$ cat config.mk
export PLATFORM = sky130hd
export DESIGN_NAME = ram_arbiter
export DESIGN_NICKNAME = d
export VERILOG_FILES = /design/src/rtl/riscv32_pkg.sv /design/src/rtl/ram_arb_rr_pick.sv /design/src/rtl/ram_arbiter.sv
export SDC_FILE = /design/constraint.sdc
export NUM_CORES = 1
export LEC_CHECK = 0
export CORE_MARGIN = 2
export CORE_UTILIZATION = 30
export CTS_CLUSTER_SIZE = 25
export DETAILED_ROUTE_END_ITERATION = 8
export PLACE_DENSITY = 0.71
export SYNTH_ARGS = -nofsm -noshare
export SYNTH_HDL_FRONTEND = slang
export SYNTH_HIERARCHICAL = 1
export SYNTH_SLANG_ARGS = --single-unit
$ cat constraint.sdc
create_clock -name iCLK -period 6.1 [get_ports iCLK]
set_input_delay 1.22 -clock iCLK [delete_from_list [all_inputs] [get_ports iCLK]]
set_output_delay 1.22 -clock iCLK [all_outputs]
set_load 0.1 [all_outputs]
$ cat src/rtl/riscv32_pkg.sv
// ----------------------------------------------------------------------------
// riscv32_pkg
//
// Purpose:
//   Shared constants for the RV32 core memory subsystem, as used by the data
//   RAM arbiter and its round-robin picker.
//
// Contents:
//   ARB_IDLE / ARB_ACCESS / ARB_RESP   arbiter state encodings
//   REQ_LSU / REQ_AMO / REQ_DBG        requester slot indices
//   RAM_AW / RAM_DW                    data RAM address / data widths
//   onehot_any()                       helper: any bit of a request vector
// ----------------------------------------------------------------------------
package riscv32_pkg;

    // Arbiter state encodings
    localparam logic [1:0] ARB_IDLE   = 2'd0;
    localparam logic [1:0] ARB_ACCESS = 2'd1;
    localparam logic [1:0] ARB_RESP   = 2'd2;

    // Requester slot assignment on the arbiter
    localparam int REQ_LSU = 0;
    localparam int REQ_AMO = 1;
    localparam int REQ_DBG = 2;

    // Data RAM geometry
    localparam int RAM_AW = 8;
    localparam int RAM_DW = 32;

    // Reduction helper kept here so callers read as intent, not as operators.
    function automatic logic onehot_any(input logic [7:0] vec);
        return |vec;
    endfunction

endpackage

$ cat src/rtl/ram_arb_rr_pick.sv
// ----------------------------------------------------------------------------
// ram_arb_rr_pick
//
// Purpose:
//   Purely combinational round-robin picker. Scans the request vector
//   starting at the priority pointer and wrapping around, and reports the
//   first set request it finds.
//
// Ports:
//   req   in   NREQ  request vector (already masked by any ownership logic)
//   ptr   in   PW    index that has highest priority this round
//   gnt   out  NREQ  one-hot winner (all zero if no request)
//   idx   out  PW    encoded winner index (0 if no request)
//   any   out  1     at least one request present
// ----------------------------------------------------------------------------
module ram_arb_rr_pick #(
    parameter int NREQ = 3,
    parameter int PW   = $clog2(NREQ)
) (
    input  logic [NREQ-1:0] req,
    input  logic [PW-1:0]   ptr,
    output logic [NREQ-1:0] gnt,
    output logic [PW-1:0]   idx,
    output logic            any
);

    always_comb begin
        int k;
        gnt = '0;
        idx = '0;
        any = 1'b0;
        k   = 0;
        for (int i = 0; i < NREQ; i++) begin
            // Rotate the scan so position 0 of the scan is the pointer.
            k = int'(ptr) + i;
            if (k >= NREQ) begin
                k = k - NREQ;
            end
            if (!any && req[k]) begin
                any    = 1'b1;
                gnt[k] = 1'b1;
                idx    = k[PW-1:0];
            end
        end
    end

endmodule

$ cat src/rtl/ram_arbiter.sv
// ----------------------------------------------------------------------------
// ram_arbiter
//
// Purpose:
//   Round-robin arbiter sharing the single-port data RAM (one-cycle
//   synchronous read) between NREQ requesters: 0 = LSU, 1 = AMO/FPU memory,
//   2 = debug/loader. Each access is IDLE -> ACCESS (-> RESP for reads).
//   Writes take 2 cycles per access, reads 3.
//
// Configuration:
//   RAM_ARB_LOCK_EN  when defined, a grant with iLOCK=1 keeps ownership with
//                    that requester until one of its grants has iLOCK=0, so
//                    read-modify-write pairs are indivisible. When undefined
//                    iLOCK is ignored and arbitration is pure round-robin.
//
// Ports:
//   iCLK        in   1        clock, rising edge
//   iRST_N      in   1        asynchronous active-low reset
//   iREQ        in   NREQ     level request, held until oGNT
//   iWE         in   NREQ     1 = write, 0 = read
//   iLOCK       in   NREQ     keep ownership after this access
//   iADDR       in   NREQ*AW  packed addresses, slot k at [k*AW +: AW]
//   iWDATA      in   NREQ*DW  packed write data, slot k at [k*DW +: DW]
//   oGNT        out  NREQ     one-hot pulse, command consumed (ACCESS cycle)
//   oRVALID     out  NREQ     one-hot pulse, oRDATA valid (RESP cycle)
//   oRDATA      out  DW       read data, zero outside RESP
//   oRAM_CE     out  1        RAM chip enable
//   oRAM_RD     out  1        RAM read strobe
//   oRAM_WR     out  1        RAM write strobe
//   oRAM_ADDR   out  AW       RAM address, zero outside ACCESS
//   oRAM_DATA   out  DW       RAM write data, zero outside write ACCESS
//   iRAM_DATA   in   DW       RAM read data, valid the cycle after oRAM_RD
// ----------------------------------------------------------------------------
module ram_arbiter
    import riscv32_pkg::*;
#(
    parameter int NREQ = 3,
    parameter int AW   = RAM_AW,
    parameter int DW   = RAM_DW
) (
    input  logic              iCLK,
    input  logic              iRST_N,
    input  logic [NREQ-1:0]   iREQ,
    input  logic [NREQ-1:0]   iWE,
    input  logic [NREQ-1:0]   iLOCK,
    input  logic [NREQ*AW-1:0] iADDR,
    input  logic [NREQ*DW-1:0] iWDATA,
    output logic [NREQ-1:0]   oGNT,
    output logic [NREQ-1:0]   oRVALID,
    output logic [DW-1:0]     oRDATA,
    output logic              oRAM_CE,
    output logic              oRAM_RD,
    output logic              oRAM_WR,
    output logic [AW-1:0]     oRAM_ADDR,
    output logic [DW-1:0]     oRAM_DATA,
    input  logic [DW-1:0]     iRAM_DATA
);

    localparam int            PW   = $clog2(NREQ);
    localparam logic [PW-1:0] LAST = PW'(NREQ - 1);

    typedef enum logic [1:0] {
        S_IDLE   = ARB_IDLE,
        S_ACCESS = ARB_ACCESS,
        S_RESP   = ARB_RESP
    } state_t;

    state_t            state;
    logic [PW-1:0]     ptr;
    logic [NREQ-1:0]   cur_gnt;   // winner of the access in flight
    logic              cur_we;    // access in flight is a write

    logic [NREQ-1:0]   gnt_q;
    logic [NREQ-1:0]   rvalid_q;
    logic              ram_ce_q;
    logic              ram_rd_q;
    logic              ram_wr_q;
    logic [AW-1:0]     ram_addr_q;
    logic [DW-1:0]     ram_data_q;

    logic [NREQ-1:0]   req_eff;
    logic [NREQ-1:0]   pick_gnt;
    logic [PW-1:0]     pick_idx;
    logic              pick_any;
    logic [PW-1:0]     ptr_next;

`ifdef RAM_ARB_LOCK_EN
    logic              locked;
    logic [PW-1:0]     owner;

    // While locked only the owner may win; everyone else stalls in IDLE.
    always_comb begin
        req_eff = '0;
        for (int k = 0; k < NREQ; k++) begin
            req_eff[k] = iREQ[k] & (!locked || (owner == PW'(k)));
        end
    end
`else
    logic unused_lock;

    assign unused_lock = ^iLOCK;
    assign req_eff     = iREQ;
`endif

    ram_arb_rr_pick #(
        .NREQ (NREQ),
        .PW   (PW)
    ) u_pick (
        .req  (req_eff),
        .ptr  (ptr),
        .gnt  (pick_gnt),
        .idx  (pick_idx),
        .any  (pick_any)
    );

    // Winner + 1, wrapping NREQ-1 back to 0 for non-power-of-two NREQ.
    assign ptr_next = (pick_idx == LAST) ? '0 : pick_idx + 1'b1;

    always_ff @(posedge iCLK or negedge iRST_N) begin
        if (!iRST_N) begin
            state      <= S_IDLE;
            ptr        <= '0;
            cur_gnt    <= '0;
            cur_we     <= 1'b0;
            gnt_q      <= '0;
            rvalid_q   <= '0;
            ram_ce_q   <= 1'b0;
            ram_rd_q   <= 1'b0;
            ram_wr_q   <= 1'b0;
            ram_addr_q <= '0;
            ram_data_q <= '0;
`ifdef RAM_ARB_LOCK_EN
            locked     <= 1'b0;
            owner      <= '0;
`endif
        end else begin
            // Pulses and RAM pins default low; only the transition into
            // ACCESS / RESP raises them for exactly one cycle.
            gnt_q      <= '0;
            rvalid_q   <= '0;
            ram_ce_q   <= 1'b0;
            ram_rd_q   <= 1'b0;
            ram_wr_q   <= 1'b0;
            ram_addr_q <= '0;
            ram_data_q <= '0;

            case (state)
                S_IDLE: begin
                    if (pick_any) begin
                        cur_gnt    <= pick_gnt;
                        cur_we     <= iWE[pick_idx];
                        gnt_q      <= pick_gnt;
                        ram_ce_q   <= 1'b1;
                        ram_wr_q   <= iWE[pick_idx];
                        ram_rd_q   <= ~iWE[pick_idx];
                        ram_addr_q <= iADDR[pick_idx*AW +: AW];
                        ram_data_q <= iWE[pick_idx] ? iWDATA[pick_idx*DW +: DW] : '0;
                        state      <= S_ACCESS;
`ifdef RAM_ARB_LOCK_EN
                        // A locking grant freezes the pointer on the owner;
                        // the unlocking grant resumes normal rotation.
                        if (iLOCK[pick_idx]) begin
                            locked <= 1'b1;
                            owner  <= pick_idx;
                        end else begin
                            locked <= 1'b0;
                            ptr    <= ptr_next;
                        end
`else
                        ptr        <= ptr_next;
`endif
                    end
                end

                S_ACCESS: begin
                    if (cur_we) begin
                        state    <= S_IDLE;
                    end else begin
                        rvalid_q <= cur_gnt;
                        state    <= S_RESP;
                    end
                end

                S_RESP: begin
                    state <= S_IDLE;
                end

                default: begin
                    state <= S_IDLE;
                end
            endcase
        end
    end

    assign oGNT      = gnt_q;
    assign oRVALID   = rvalid_q;
    // RAM read data arrives during RESP; gate it so the bus is 0 otherwise.
    assign oRDATA    = (|rvalid_q) ? iRAM_DATA : '0;
    assign oRAM_CE   = ram_ce_q;
    assign oRAM_RD   = ram_rd_q;
    assign oRAM_WR   = ram_wr_q;
    assign oRAM_ADDR = ram_addr_q;
    assign oRAM_DATA = ram_data_q;

endmodule
==> run summary <==
cell taking the most area after synthesis: dfrtp_1
CTS Buffer Depth: 2
most frequent cell after synthesis: dfrtp_1
Cell Chain, Critical Path: clkdlybuf4s50_1 > mux2i_4 > mux2i_4 > mux2i_1 > nor2_4 > buf_4 > nor2b_1 > o21ai_4 > buf_4 > nor3_1
largest net degree at the start of global routing: 58
layout cells sized above 1: 18.3%
fillers: 1024
Yosys top cell area share: 41.3%
initial antenna violation count: 0
Clock Pin Slew Worst Setup and Hold Paths: 0.05 ns
global-route met2 utilization: 34.9%
GRT Total Usage: 18.4%
# diodes: 0
vias in the first global route: 3419
Period minus WS final: 4.29 ns
Max-cap violations: 0
Root Driver: clkbuf_16
crit path kind: input pin to register
Max Clk Rate: 233 MHz
nets@finish: 719
fin crit share: 70.3%
Top FF cell, synth: dfrtp_1
Setup-failing EPs final: 0
Slew HR: 28.7%
CTS buffer count: 9
initial core utilization: 30.5%
cell family with most CP delay: buffers and inverters
Async SR Flop Fraction: 100%
Mapped Nets: 491
RR Startpoint: ptr[1]
Worst Hold Class: register to register
sequential area share after synthesis: 41.3%
busiest grt layer: met2
crit path max fanout: 27
Fin Clk Skew: 0.00860 ns
CP Data Required Time: 6.25 ns
initial DRC count: 170
WL final: 11.5 mm
crit path max-delay cell type: clkdlybuf4s50_1
Cell Rows: 39
H-tree Lvls: 3
Top Ports: 244
crit start category: input pin
Clock Sinks: 57
via count: 3332
Synth cell types: 44
DR pass1 iterations: 4
synth warn: 6
first-pass GRT wire length: 17.9 mm
Critical Path Start: iREQ[1]
Cells after Synth: 324
RSZ-0062 raised after global routing: false
Vias/cell: 4.76
Synth Register Bits: 57
die height: 111 um
WP buf/inv: 3
critical path arrival: 4.45 ns
# Post-CTS Setup Buffers: 0
Post-synth EDFFs: 0
Setup TNS Final: 0 ns
global route overflow: 0
run status: completed
die area: 12400 um^2
Core Region: 11300 um^2
Post-DRT Antenna Nets: 0
Final Max Slew Viols: 0
CTS hold repair buffers: 0
CTS tree: yes
Commonest cells post-synth: dfrtp_1, mux2_2, nor2b_1
met3 Use GR: 5.47%
Final Hold Fails: 0
wire per inst: 16.5 um
CP Capture Type: register
IO buf count: 240
Avg Inst Size Synth: 10.7 um^2
Crit path largest cell delay: 0.65 ns
Remaining DRCs: 0
actual slew at the worst max-slew pin: 1.07 ns
ranking of synthesized cells by area: dfrtp_1, mux2_2, nor3_2, a22oi_1, nor2b_1
GP Congestion: 0.983
post_cts resized: 0
hold path startpoint: state[1]
HPWL after DPL: 9.17 mm
Die Width: 111 um
Skew-Pair Late Insertion Delay: 0.32 ns
post-synthesis cell area: 3450 um^2
GR Layer Usage met1: 19.1%
Layout area overhead: 79.8%
## sequential cells by signal (all words and copies together), names as in the netlist
register	count
oRAM_ADDR	8
cur_gnt	3
state	2
oRAM_WR	1
oGNT	3
ptr	2
oRVALID	3
oRAM_CE	1
oRAM_RD	1
cur_we	1
oRAM_DATA	32
## kinds of logic after synthesis
kind of cell	Yosys count	share of synthesized area [%]
multiplexers	45	15.3
buffers and inverters	37	6.27
AO/OA/AOI/OAI	65	13.6
AND/OR/NAND/NOR	116	22.1
flip-flops	57	41.3
adder cells (fa/ha/maj)	4	1.45
## path summary, 6_finish.rpt
kind                            cells after the start            to  slack (ns)
worst min register to register                      1      state[1]        0.46
max in group asynchronous                           2  oRAM_DATA[7]        4.60
worst max register to register                     11  oRAM_DATA[0]        2.38
worst max-delay path                               10  oRAM_DATA[0]        1.81
worst min-delay path                                1      state[1]        0.46
min in group asynchronous                           2  oRAM_ADDR[2]        1.04
## area by class of cell
class | instances | area [um^2] | share of cell area [%]
inverter | 8 | 42.5 | 0.686
timing repair buffer | 246 | 2440 | 39.4
tap | 143 | 179 | 2.88
clock buffer | 12 | 256 | 4.13
sequential | 57 | 1430 | 23.0
multi-input combinational | 230 | 1830 | 29.5
clock inverter | 4 | 27.5 | 0.444
## worst register-to-register path, stage by stage, from the launching register on
cell	delay (ns)
dfrtp_1	0.41
inv_1	0.09
ha_1	0.38
mux2i_4	0.35
mux2i_4	0.12
mux2i_1	0.16
nor2_4	0.46
buf_4	0.45
nor2b_1	0.13
o21ai_4	0.59
buf_4	0.34
nor3_1	0.08
## metal layers
layer / routed length (um) / vias to the layer above
met5: 0 / -
met4: 238 / 0
met3: 959 / 11
met2: 6120 / 166
met1: 4200 / 1552
li1: - / 1603
## cell usage in the layout, fill, tap and decap left out, types with 2 or more instances in the layout
| cell | n |
|---|---|
| nand2_1 | 21 |
| nand2b_1 | 3 |
| inv_1 | 7 |
| clkdlybuf4s50_1 | 239 |
| a21oi_1 | 14 |
| mux2_2 | 41 |
| ha_1 | 4 |
| o31ai_1 | 2 |
| nand3_1 | 2 |
| mux2i_1 | 2 |
| nor2_1 | 7 |
| nor2b_1 | 34 |
| a21o_1 | 3 |
| mux2i_4 | 2 |
| clkinvlp_4 | 3 |
| clkbuf_16 | 9 |
| buf_4 | 6 |
| a22oi_1 | 33 |
| nor3_2 | 30 |
| and2_1 | 6 |
| dfrtp_1 | 57 |
| clkbuf_8 | 2 |
| nor3_1 | 4 |
## per-stage QoR
step	area, um^2	hold slack, ns	std cells	utilization, %	setup slack, ns
floorplan	3450	0.423	324	-	2.14
global placement	5920	0.451	684	52.3	1.55
detailed placement	5920	0.461	684	52.3	1.45
CTS	6200	0.472	700	54.8	1.78
global route	6200	0.498	700	54.8	1.56
finish	6200	0.464	700	54.8	1.81
Power is not shown: default switching activity piles up to over one toggle a cycle in this logic, so the estimate is an artifact.
